<file path="config.mk">
export PLATFORM = sky130hd
export DESIGN_NAME = fwft_fifo
export DESIGN_NICKNAME = d
export VERILOG_FILES = /design/src/rtl/fifo_pkg.sv /design/src/rtl/fifo_mem.sv /design/src/rtl/fwft_fifo.sv
export SDC_FILE = /design/constraint.sdc
export NUM_CORES = 1
export LEC_CHECK = 0
export CAP_MARGIN = 20
export CELL_PAD_IN_SITES_DETAIL_PLACEMENT = 1
export CELL_PAD_IN_SITES_GLOBAL_PLACEMENT = 1
export CORE_UTILIZATION = 52
export CTS_CLUSTER_DIAMETER = 200
export DETAILED_ROUTE_END_ITERATION = 8
export PLACE_DENSITY = 0.92
export RECOVER_POWER = 100
export SLEW_MARGIN = 40
export SYNTH_ARGS = -nofsm -noshare
export SYNTH_HDL_FRONTEND = slang
export SYNTH_SLANG_ARGS = --single-unit
</file>
<file path="constraint.sdc">
create_clock -name clk -period 6.6 [get_ports clk]
set_input_delay 1.32 -clock clk [delete_from_list [all_inputs] [get_ports clk]]
set_output_delay 1.32 -clock clk [all_outputs]
set_load 0.01 [all_outputs]
</file>
<file path="src/rtl/fifo_pkg.sv">
// rtl/fifo_pkg.sv - shared FIFO defaults and pointer-width helper
package fifo_pkg;

   localparam int FIFO_WIDTH_DEF = 8;
   localparam int FIFO_DEPTH_DEF = 8;

   // One extra MSB beyond the address bits tells a full FIFO from an empty one.
   function automatic int ptr_width(input int depth);
      return $clog2(depth) + 1;
   endfunction

endpackage

</file>
<file path="src/rtl/fifo_mem.sv">
// rtl/fifo_mem.sv - FIFO storage: register array, synchronous write, asynchronous read
// Whole array clears on reset so the read port shows zero straight out of reset.
module fifo_mem #(
   parameter int WIDTH = 8,
   parameter int DEPTH = 8,
   parameter int AW    = 3
) (
   input  logic             clk,
   input  logic             rst_n,
   input  logic             we,
   input  logic [AW-1:0]    waddr,
   input  logic [WIDTH-1:0] wdata,
   input  logic [AW-1:0]    raddr,
   output logic [WIDTH-1:0] rdata
);

   logic [WIDTH-1:0] mem [DEPTH];

   always_ff @(posedge clk or negedge rst_n) begin
      if (!rst_n) begin
         for (int i = 0; i < DEPTH; i++) begin
            mem[i] <= '0;
         end
      end else if (we) begin
         mem[waddr] <= wdata;
      end
   end

   assign rdata = mem[raddr];

endmodule

</file>
<file path="src/rtl/fwft_fifo.sv">
// rtl/fwft_fifo.sv - first-word-fall-through synchronous FIFO with pointer/flag/count logic
// Define FWFT_FIFO_ALMOST_FLAGS_EN to add the almost_full / almost_empty outputs.
module fwft_fifo
   import fifo_pkg::*;
#(
   parameter int FIFO_WIDTH = FIFO_WIDTH_DEF,
   parameter int FIFO_DEPTH = FIFO_DEPTH_DEF
) (
   input  logic                             clk,
   input  logic                             rst_n,
   input  logic                             wr_en,
   input  logic [FIFO_WIDTH-1:0]            data_i,
   input  logic                             rd_en,
   output logic [FIFO_WIDTH-1:0]            data_o,
   output logic                             empty,
   output logic                             full,
   output logic [ptr_width(FIFO_DEPTH)-1:0] count
`ifdef FWFT_FIFO_ALMOST_FLAGS_EN
   ,
   output logic                             almost_full,
   output logic                             almost_empty
`endif
);

   localparam int PW = ptr_width(FIFO_DEPTH);
   localparam int AW = PW - 1;

   logic [PW-1:0] wr_ptr;
   logic [PW-1:0] rd_ptr;
   logic          wr_accept;
   logic          rd_accept;

   // Flags and count derive only from registered pointers, so they stay
   // mutually consistent and follow an asynchronous reset at once.
   assign empty     = (wr_ptr == rd_ptr);
   assign full      = (wr_ptr[AW] != rd_ptr[AW]) && (wr_ptr[AW-1:0] == rd_ptr[AW-1:0]);
   assign count     = wr_ptr - rd_ptr;
   assign wr_accept = wr_en && !full;
   assign rd_accept = rd_en && !empty;

   always_ff @(posedge clk or negedge rst_n) begin
      if (!rst_n) begin
         wr_ptr <= '0;
         rd_ptr <= '0;
      end else begin
         if (wr_accept) begin
            wr_ptr <= wr_ptr + PW'(1);
         end
         if (rd_accept) begin
            rd_ptr <= rd_ptr + PW'(1);
         end
      end
   end

   fifo_mem #(
      .WIDTH (FIFO_WIDTH),
      .DEPTH (FIFO_DEPTH),
      .AW    (AW)
   ) u_mem (
      .clk   (clk),
      .rst_n (rst_n),
      .we    (wr_accept),
      .waddr (wr_ptr[AW-1:0]),
      .wdata (data_i),
      .raddr (rd_ptr[AW-1:0]),
      .rdata (data_o)
   );

`ifdef FWFT_FIFO_ALMOST_FLAGS_EN
   assign almost_full  = (count >= PW'(FIFO_DEPTH - 1));
   assign almost_empty = (count <= PW'(1));
`endif

endmodule

</file>
After elaboration in Yosys (flattened, before gate mapping)
Cells that the tools add are included.
{ "classes": {"add_sub_neg": 3, "order_cmp": 3, "n_eq_ne": 3, "mux": 6, "n_bitwise": 2, "n_reduce_logical": 6} }
{ "ops": {"columns": ["op", "n"], "rows": [
  ["bitwise mux 64 bit", 1],
  ["binary-select mux 8 bit (select 3 bit)", 1],
  ["demux 8 bit (select 3 bit)", 1],
  ["two-way mux 8 bit", 3],
  ["adder 4 x 1 -> 4 bit (second input constant)", 2],
  [">= comparator 4 bit (second input constant)", 2],
  ["inverter 3 -> 4 bit", 2],
  ["== test 4 bit", 1],
  ["logical AND 1 bit", 4],
  ["less-than comparator 4 x 1 -> 1 bit (second input constant)", 1],
  ["subtractor 4 bit", 1],
  ["== test 3 bit", 1],
  ["logical NOT 1 bit", 2],
  ["inequality test 1 bit", 1]
]} }
{ "word_totals": {"reg_bits": 72, "input_bits": 12} }

Depth between registers and ports, before layout
Gate-level depths: netlist of run 1.
{ "depth": {"ltp_word": 6, "depth_mapped": 10} }

Modules after synthesis
A second synthesis of run 1 with hierarchy kept.
{ "unflattened": {"cells_unflattened": 219, "area_unflattened_um2": 3490.8} }
{ "by_module_without_submodules": {"columns": ["mod", "n_inst", "cells_per_inst", "area_per_inst_um2", "seq_area_each_um2"], "rows": [
  ["fifo_mem", 1, 172, 2992.9, 1601.5],
  ["fwft_fifo", 1, 47, 498.0, 200.2]
]} }

Worst setup path after synthesis of run 1
Ideal clock, no wire load.
{ "synth_timing": {"path_kind": "reg2out", "startpoint": "reg rd_ptr[1]", "endpoint": "out count[3]", "t_arrival_ns": 1.912, "required_time_ns": 5.280, "slack_ns": 3.368, "stages_incl_launch_ff": 8, "cell_sequence": "dfrtp_1 -> clkbuf_1 -> clkbuf_1 -> inv_1 -> ha_1 -> a21o_1 -> a21oi_1 -> xnor2_1"} }
{ "synth_between": {"elab_chain_len": 1} }
{ "synth_lines": {"columns": ["item", "line", "rtl"], "rows": [
  ["start: declaration", "fwft_fifo.sv:29", "logic [PW-1:0] rd_ptr;"],
  ["start signal: assignment", "fwft_fifo.sv:50", "rd_ptr <= rd_ptr + PW'(1);"],
  ["subtractor 4 bit", "fwft_fifo.sv:37", "assign count = wr_ptr - rd_ptr;"],
  ["end: declaration", "fwft_fifo.sv:17", "output logic [ptr_width(FIFO_DEPTH)-1:0] count"]
]} }
Every way passes these cells.

Worst setup path in the final report of run 1
{ "layout_timing": {"startpoint": "reg rd_ptr[0]", "endpoint": "out data_o[0]"} }
{ "layout_between": {"elab_chain_len": 4} }
{ "layout_lines": {"columns": ["item", "line", "rtl"], "rows": [
  ["inverter 3 -> 4 bit (not written as such)", "fifo_mem.sv:29", "assign rdata = mem[raddr];"],
  ["binary-select mux 8 bit (select 3 bit)", "fifo_mem.sv:29", null],
  ["two-way mux 8 bit (not written as such) (2 in series)", "fifo_mem.sv:29", null],
  ["end: declaration", "fwft_fifo.sv:14", "output logic [FIFO_WIDTH-1:0] data_o,"]
]} }
Every way passes these cells. The select of a mux whose other input is x is not followed.

==> results.json, run 1 <==
{
  "status": "finished with violations",
  "violations": "capacitance limit, slew limit",
  "final-setup-viol-count": 0,
  "cts_root_buf": "clkbuf_8",
  "synth-xor-area-share": 0.0257,
  "synth.most_common_cell": "dfrtp_1",
  "cts_buffers": 9,
  "clk_latency_ns": 0.35,
  "die_y_um": 83.0,
  "vias": 2064,
  "cts.sinks": 72,
  "ff2ff_path_depth": 7,
  "seq_area_frac_synth": 0.528,
  "coreArea_mm2": 0.00635,
  "antenna_found_initial": 0,
  "rrSetupSlack_ns": 2.90,
  "reg2reg_to": "u_mem.mem[36]",
  "ir_drop_mv": 0.250,
  "yosys_warnings": 0,
  "ys_seq_elements": 72,
  "netlist_area_mm2": 0.00341,
  "drive_above_1_share": 0.326,
  "path_cells": "clkbuf_1 -> mux4_2 -> nand2_1 -> nand2_1 -> dlygate4sd3_1",
  "min_period_ns": 4.50,
  "clk_path_buf_depth": 2,
  "post-dp-hpwl_um": 5120,
  "synth-compound-area-share": 0.00660,
  "path_common_cell": "nand2_1",
  "slowest_stage": "clkbuf_1",
  "yosys.area.top_type": "dfrtp_1",
  "timing.rr.start": "rd_ptr[1]",
  "worst_path_largest_cell_delay_ns": 0.80,
  "first_global_vias": 2260,
  "synthAdderAreaFrac": 0.0242,
  "finalClockSkew_ns": 0.0106,
  "finish.utilization": 0.611,
  "num_antenna_cells": 0,
  "via_per_inst": 5.95,
  "async_reset_ff_frac": 1.00,
  "worstSetupStartpointType": "register",
  "synth_edf_count": 0,
  "finalHoldViolCount": 0,
  "synthCells": 235,
  "detail-route-antenna-nets": 0,
  "hold_depth": 1,
  "max_cap_viol_count": 2,
  "ios": 26,
  "holdWs_ns": 0.498,
  "rows": 29,
  "tightestPinTransition_ns": 1.64,
  "synth_top_flop_cell": "dfrtp_1",
  "initial_core_util": 0.538,
  "overflow": 0,
  "setup-tns-final_ns": 0,
  "power.density_mw_per_mm2": 569,
  "wl_um": 7810,
  "cts_hold_buffers": 0,
  "drv_slew": 18,
  "synth_commonest_cells": "dfrtp_1, mux2_2, nand2_1, mux4_2, mux2_4",
  "post_cts_buffers": 0,
  "area_growth_pct": 13.6,
  "worstSetupEndpointType": "output pin",
  "synth_area_per_cell_um2": 14.5,
  "hp-start": "u_mem.mem[46]",
  "grt_usage": 0.257,
  "port_buffers": 25,
  "wl_per_cell_um": 22.5,
  "die_w_um": 83.0,
  "fmax_ghz": 0.222,
  "ctsResizeCount": 0,
  "die_area_mm2": 0.00689,
  "drc": 0,
  "gp_congestion": 0.768,
  "critPathKind": "register to output pin",
  "synth.net_count": 253,
  "p_leak_nw": 1.70,
  "synthMuxAreaShare": 0.332,
  "synthSimpleGateAreaFrac": 0.0619,
  "cts_tree": "yes",
  "synth_top_family_by_area": "multiplexers",
  "arrival_ns": 3.18,
  "worstPathMaxFanout": 13,
  "hold_class": "register to register",
  "yosysTopAreaCellShare": 0.528,
  "crit_required_ns": 5.28,
  "drt_iter0_markers": 129,
  "grt_max_degree": 73,
  "synth.distinct_cells": 27,
  "cts.clk_slew.worst_paths_ns": 0.07,
  "synth.area.top_cells": "dfrtp_1, mux2_2, mux4_2",
  "htreeDepth": 3,
  "fin_crit_sh": 0.682,
  "rsz0062_at_grt": "no",
  "cp-startpoint": "rd_ptr[0]",
  "slew_headroom": -0.103,
  "drt_first_pass_iters": 4,
  "grt_pass1_wl_um": 12900,
  "num-nets-final": 283,
  "hold_end": "u_mem.mem[46]"
}
==> cell families (layout without fill, tap and decap cells) <==
kind of cell | Yosys count | after routing
AOI/OAI and AO/OA | 4 | 4
xor gates and xnor gates | 10 | 10
adders and majority gates | 6 | 6
buffers and inverters | 17 | 52
DFF | 72 | 72
muxes | 82 | 82
and+or+nand+nor | 44 | 44
==> state kept, by name, indices dropped and copies added, names as in the netlist <==
signal,count
u_mem.mem,64
rd_ptr,4
wr_ptr,4
==> per-stage QoR <==
step,instances,total power [W],setup WS (ns),area (um^2)
after CTS,347,0.00231,2.67,3950
after floorplan,235,0.00153,3.37,3410
after global routing,347,0.00236,1.82,3880
after detailed placement,331,0.00195,3.04,3750
final,347,0.00221,2.10,3880
after global placement,331,0.00186,2.90,3730
==> power by group <==
part           leakage (nW)  total (W)  internal (W)  switching, W
sequential            0.863   0.000856      0.000667      0.000189
clock                0.0993   0.000346      0.000184      0.000162
combinational         0.742    0.00101      0.000588      0.000418
total                  1.70    0.00221       0.00144      0.000768
==> metal layers <==
metal | global-route usage | vias up | part of all wire
li1 | - | 901 | -
met1 | 0.330 | 1088 | 0.38
met2 | 0.433 | 55 | 0.54
met3 | 0.0408 | 20 | 0.049
met4 | 0.114 | 0 | 0.027
met5 | 0 | - | 0
==> worst max-delay path by stage <==
stage               slack, ns   endpoint
floorplan                3.37   count[3]
global placement         2.90   count[3]
detailed placement       3.04       full
CTS                      2.67       full
global route             1.82  data_o[0]
finish                   2.10  data_o[0]
==> cell type report <==
cell class | instances | area (um^2)
tap | 77 | 96.3
clock buffer | 11 | 141
clock inverter | 5 | 56.3
sequential | 72 | 1800
multi-input combinational | 146 | 1490
fill | 612 | 2470
timing repair buffer | 27 | 260
inverter | 9 | 33.8
==> cell usage in the layout (no fill, tap or decap), types with 2 or more instances in the layout <==
cell,netlist,layout
dfrtp_1,72,72
mux2_2,57,54
nand2_1,26,26
mux4_2,16,16
clkdlybuf4s50_1,0,12
dlygate4sd3_1,0,12
mux2_1,1,11
clkbuf_8,0,10
inv_1,7,9
xnor2_1,7,7
nand3_1,6,6
nor2_1,3,5
ha_1,5,5
xor2_1,3,3
nor3_1,0,2
o21ai_0,2,2
clkinv_2,0,2
clkbuf_1,4,2
==> critical path: cells and delay by family (launching register included) <==
family / cells / cell delay, ns
buf+inv: 2 / 1.40
flops: 1 / 0.64
mux: 1 / 0.61
simple gates: 2 / 0.18
Note: power is estimated with default switching activity, not from simulation.
==> inputs of run 2 (changes only) <==
--- a/config.mk
+++ b/config.mk
@@ -8,10 +8,10 @@
 export CAP_MARGIN = 20
 export CELL_PAD_IN_SITES_DETAIL_PLACEMENT = 1
 export CELL_PAD_IN_SITES_GLOBAL_PLACEMENT = 1
-export CORE_UTILIZATION = 52
+export CORE_UTILIZATION = 49
 export CTS_CLUSTER_DIAMETER = 200
 export DETAILED_ROUTE_END_ITERATION = 8
-export PLACE_DENSITY = 0.92
+export PLACE_DENSITY = 0.88
 export RECOVER_POWER = 100
 export SLEW_MARGIN = 40
 export SYNTH_ARGS = -nofsm -noshare
==> constraint.sdc (replaced) <==
create_clock -name clk -period 4.2 [get_ports clk]
set_input_delay 0.84 -clock clk [delete_from_list [all_inputs] [get_ports clk]]
set_output_delay 0.84 -clock clk [all_outputs]
set_load 0.01 [all_outputs]
==> results.json, run 2 (synthesized netlist as in run 1, its figures left out) <==
{
  "status": "finished with violations",
  "violations": "capacitance limit, slew limit",
  "hold_depth": 1,
  "overflow": 0,
  "hold_class": "register to register",
  "wl_per_cell_um": 22.8,
  "crit_required_ns": 3.36,
  "fill_cells": 654,
  "port_buffers": 25,
  "vias": 2045,
  "die_w_um": 85.5,
  "rows": 30,
  "setup-tns-final_ns": 0,
  "dpl.cell_count": 336,
  "wl_um": 8020,
  "top_regs": "u_mem.mem (64), rd_ptr (4), wr_ptr (4)",
  "drive_above_1_share": 0.324,
  "num-nets-final": 285,
  "rsz0062_at_grt": "no",
  "finalHoldViolCount": 0,
  "cts_hold_buffers": 0,
  "drt_iter0_markers": 71,
  "coreArea_mm2": 0.00676,
  "instances_no_fill": 352,
  "cts.sinks": 72,
  "reg2reg_to": "u_mem.mem[39]",
  "via_per_inst": 5.81,
  "regArea_mm2": 0.00180,
  "ios": 26,
  "cts_buffers": 9,
  "arrival_ns": 2.75,
  "final-setup-viol-count": 0,
  "gp_congestion": 0.768,
  "power.density_mw_per_mm2": 905,
  "cts_tree": "yes",
  "top_layer": "met4",
  "cts.clk_slew.worst_paths_ns": 0.08,
  "finalClockSkew_ns": 0.0123,
  "rrSetupSlack_ns": 0.71,
  "post_cts_buffers": 0,
  "drc": 0,
  "num_antenna_cells": 0,
  "ctsResizeCount": 0,
  "drt-met1-wl_um": 3410,
  "post-dp-hpwl_um": 5050,
  "wl_met2_um": 4260,
  "worstSetupStartpointType": "register",
  "die_area_mm2": 0.00731,
  "multi_input_area_mm2": 0.00149,
  "grt_usage": 0.251,
  "grt_pass1_wl_um": 13000,
  "met3WireLength_um": 288,
  "critPathKind": "register to output pin",
  "timing.rr.start": "rd_ptr[0]",
  "detail-route-antenna-nets": 0,
  "hp-start": "u_mem.mem[46]",
  "min_period_ns": 3.59,
  "final_common_cell": "dfrtp_1",
  "p_leak_nw": 1.71,
  "first_global_vias": 2257,
  "drt_first_pass_iters": 4,
  "largest_reg_flops": 64,
  "slew_headroom": -0.0970,
  "regMostFlops": "u_mem.mem",
  "hold_end": "u_mem.mem[46]",
  "ir_drop_mv": 0.353,
  "area_growth_pct": 14.0,
  "clk_path_buf_depth": 2,
  "max_cap_viol_count": 3,
  "cp-startpoint": "rd_ptr[0]",
  "antenna_found_initial": 0,
  "tightestPinTransition_ns": 1.65,
  "grt_max_degree": 31,
  "drv_slew": 40,
  "worstSetupEndpointType": "output pin",
  "final_cell_mix": "dfrtp_1, mux2_2, nand2_1, mux4_2",
  "initial_core_util": 0.505,
  "fin_crit_sh": 0.855,
  "die_y_um": 85.5,
  "ff2ff_path_depth": 7,
  "clk_latency_ns": 0.36,
  "fmax_ghz": 0.278,
  "worstPathMaxFanout": 20,
  "cts_root_buf": "clkbuf_8",
  "htreeDepth": 3
}
==> run 2: metrics by stage <==
step | utilization | cell area [um^2] | total power [W] | setup slack [ns] | hold WS (ns)
after floorplan | - | 3410 | 0.00240 | 1.40 | 0.459
after global placement | 0.555 | 3750 | 0.00297 | 1.34 | 0.469
after detailed placement | 0.557 | 3760 | 0.00308 | 1.21 | 0.481
after CTS | 0.587 | 3960 | 0.00369 | 0.784 | 0.499
after global routing | 0.576 | 3890 | 0.00374 | 0.374 | 0.519
final | 0.576 | 3890 | 0.00352 | 0.609 | 0.505
==> run 2: critical path, cell delays in order (launching register included) <==
cell and delay [ns]:
dfrtp_1 0.36, clkbuf_2 0.43, ha_1 0.41, fa_1 0.38, xnor2_1 0.18, dlygate4sd3_1 0.63
==> run 2: worst max path at each step <==
stage,end,cells past startpoint
after CTS,full,6
after global placement,full,6
after detailed placement,full,6
after floorplan,u_mem.mem[40],10
after global routing,full,6
final,count[2],5
==> run 2: layout make-up <==
class,instances,area share
Tap cell,80,0.0257
Clock inverter,7,0.0203
Multi-Input combinational cell,146,0.383
Sequential cell,72,0.463
Inverter,9,0.00868
Clock buffer,9,0.0318
Timing Repair Buffer,29,0.0678
==> run 2: per-layer routing <==
| metal | global-route usage | vias up |
|---|---|---|
| met5 | 0 | - |
| li1 | - | 902 |
| met2 | 0.409 | 37 |
| met3 | 0.0720 | 10 |
| met4 | 0.0742 | 0 |
| met1 | 0.328 | 1096 |
==> run 2: report_power, final <==
| group | switching, W | leakage (nW) | internal [W] |
|---|---|---|---|
| Combinational | 0.000753 | 0.742 | 0.000919 |
| Sequential | 0.000242 | 0.863 | 0.00105 |
| Clock | 0.000282 | 0.104 | 0.000280 |
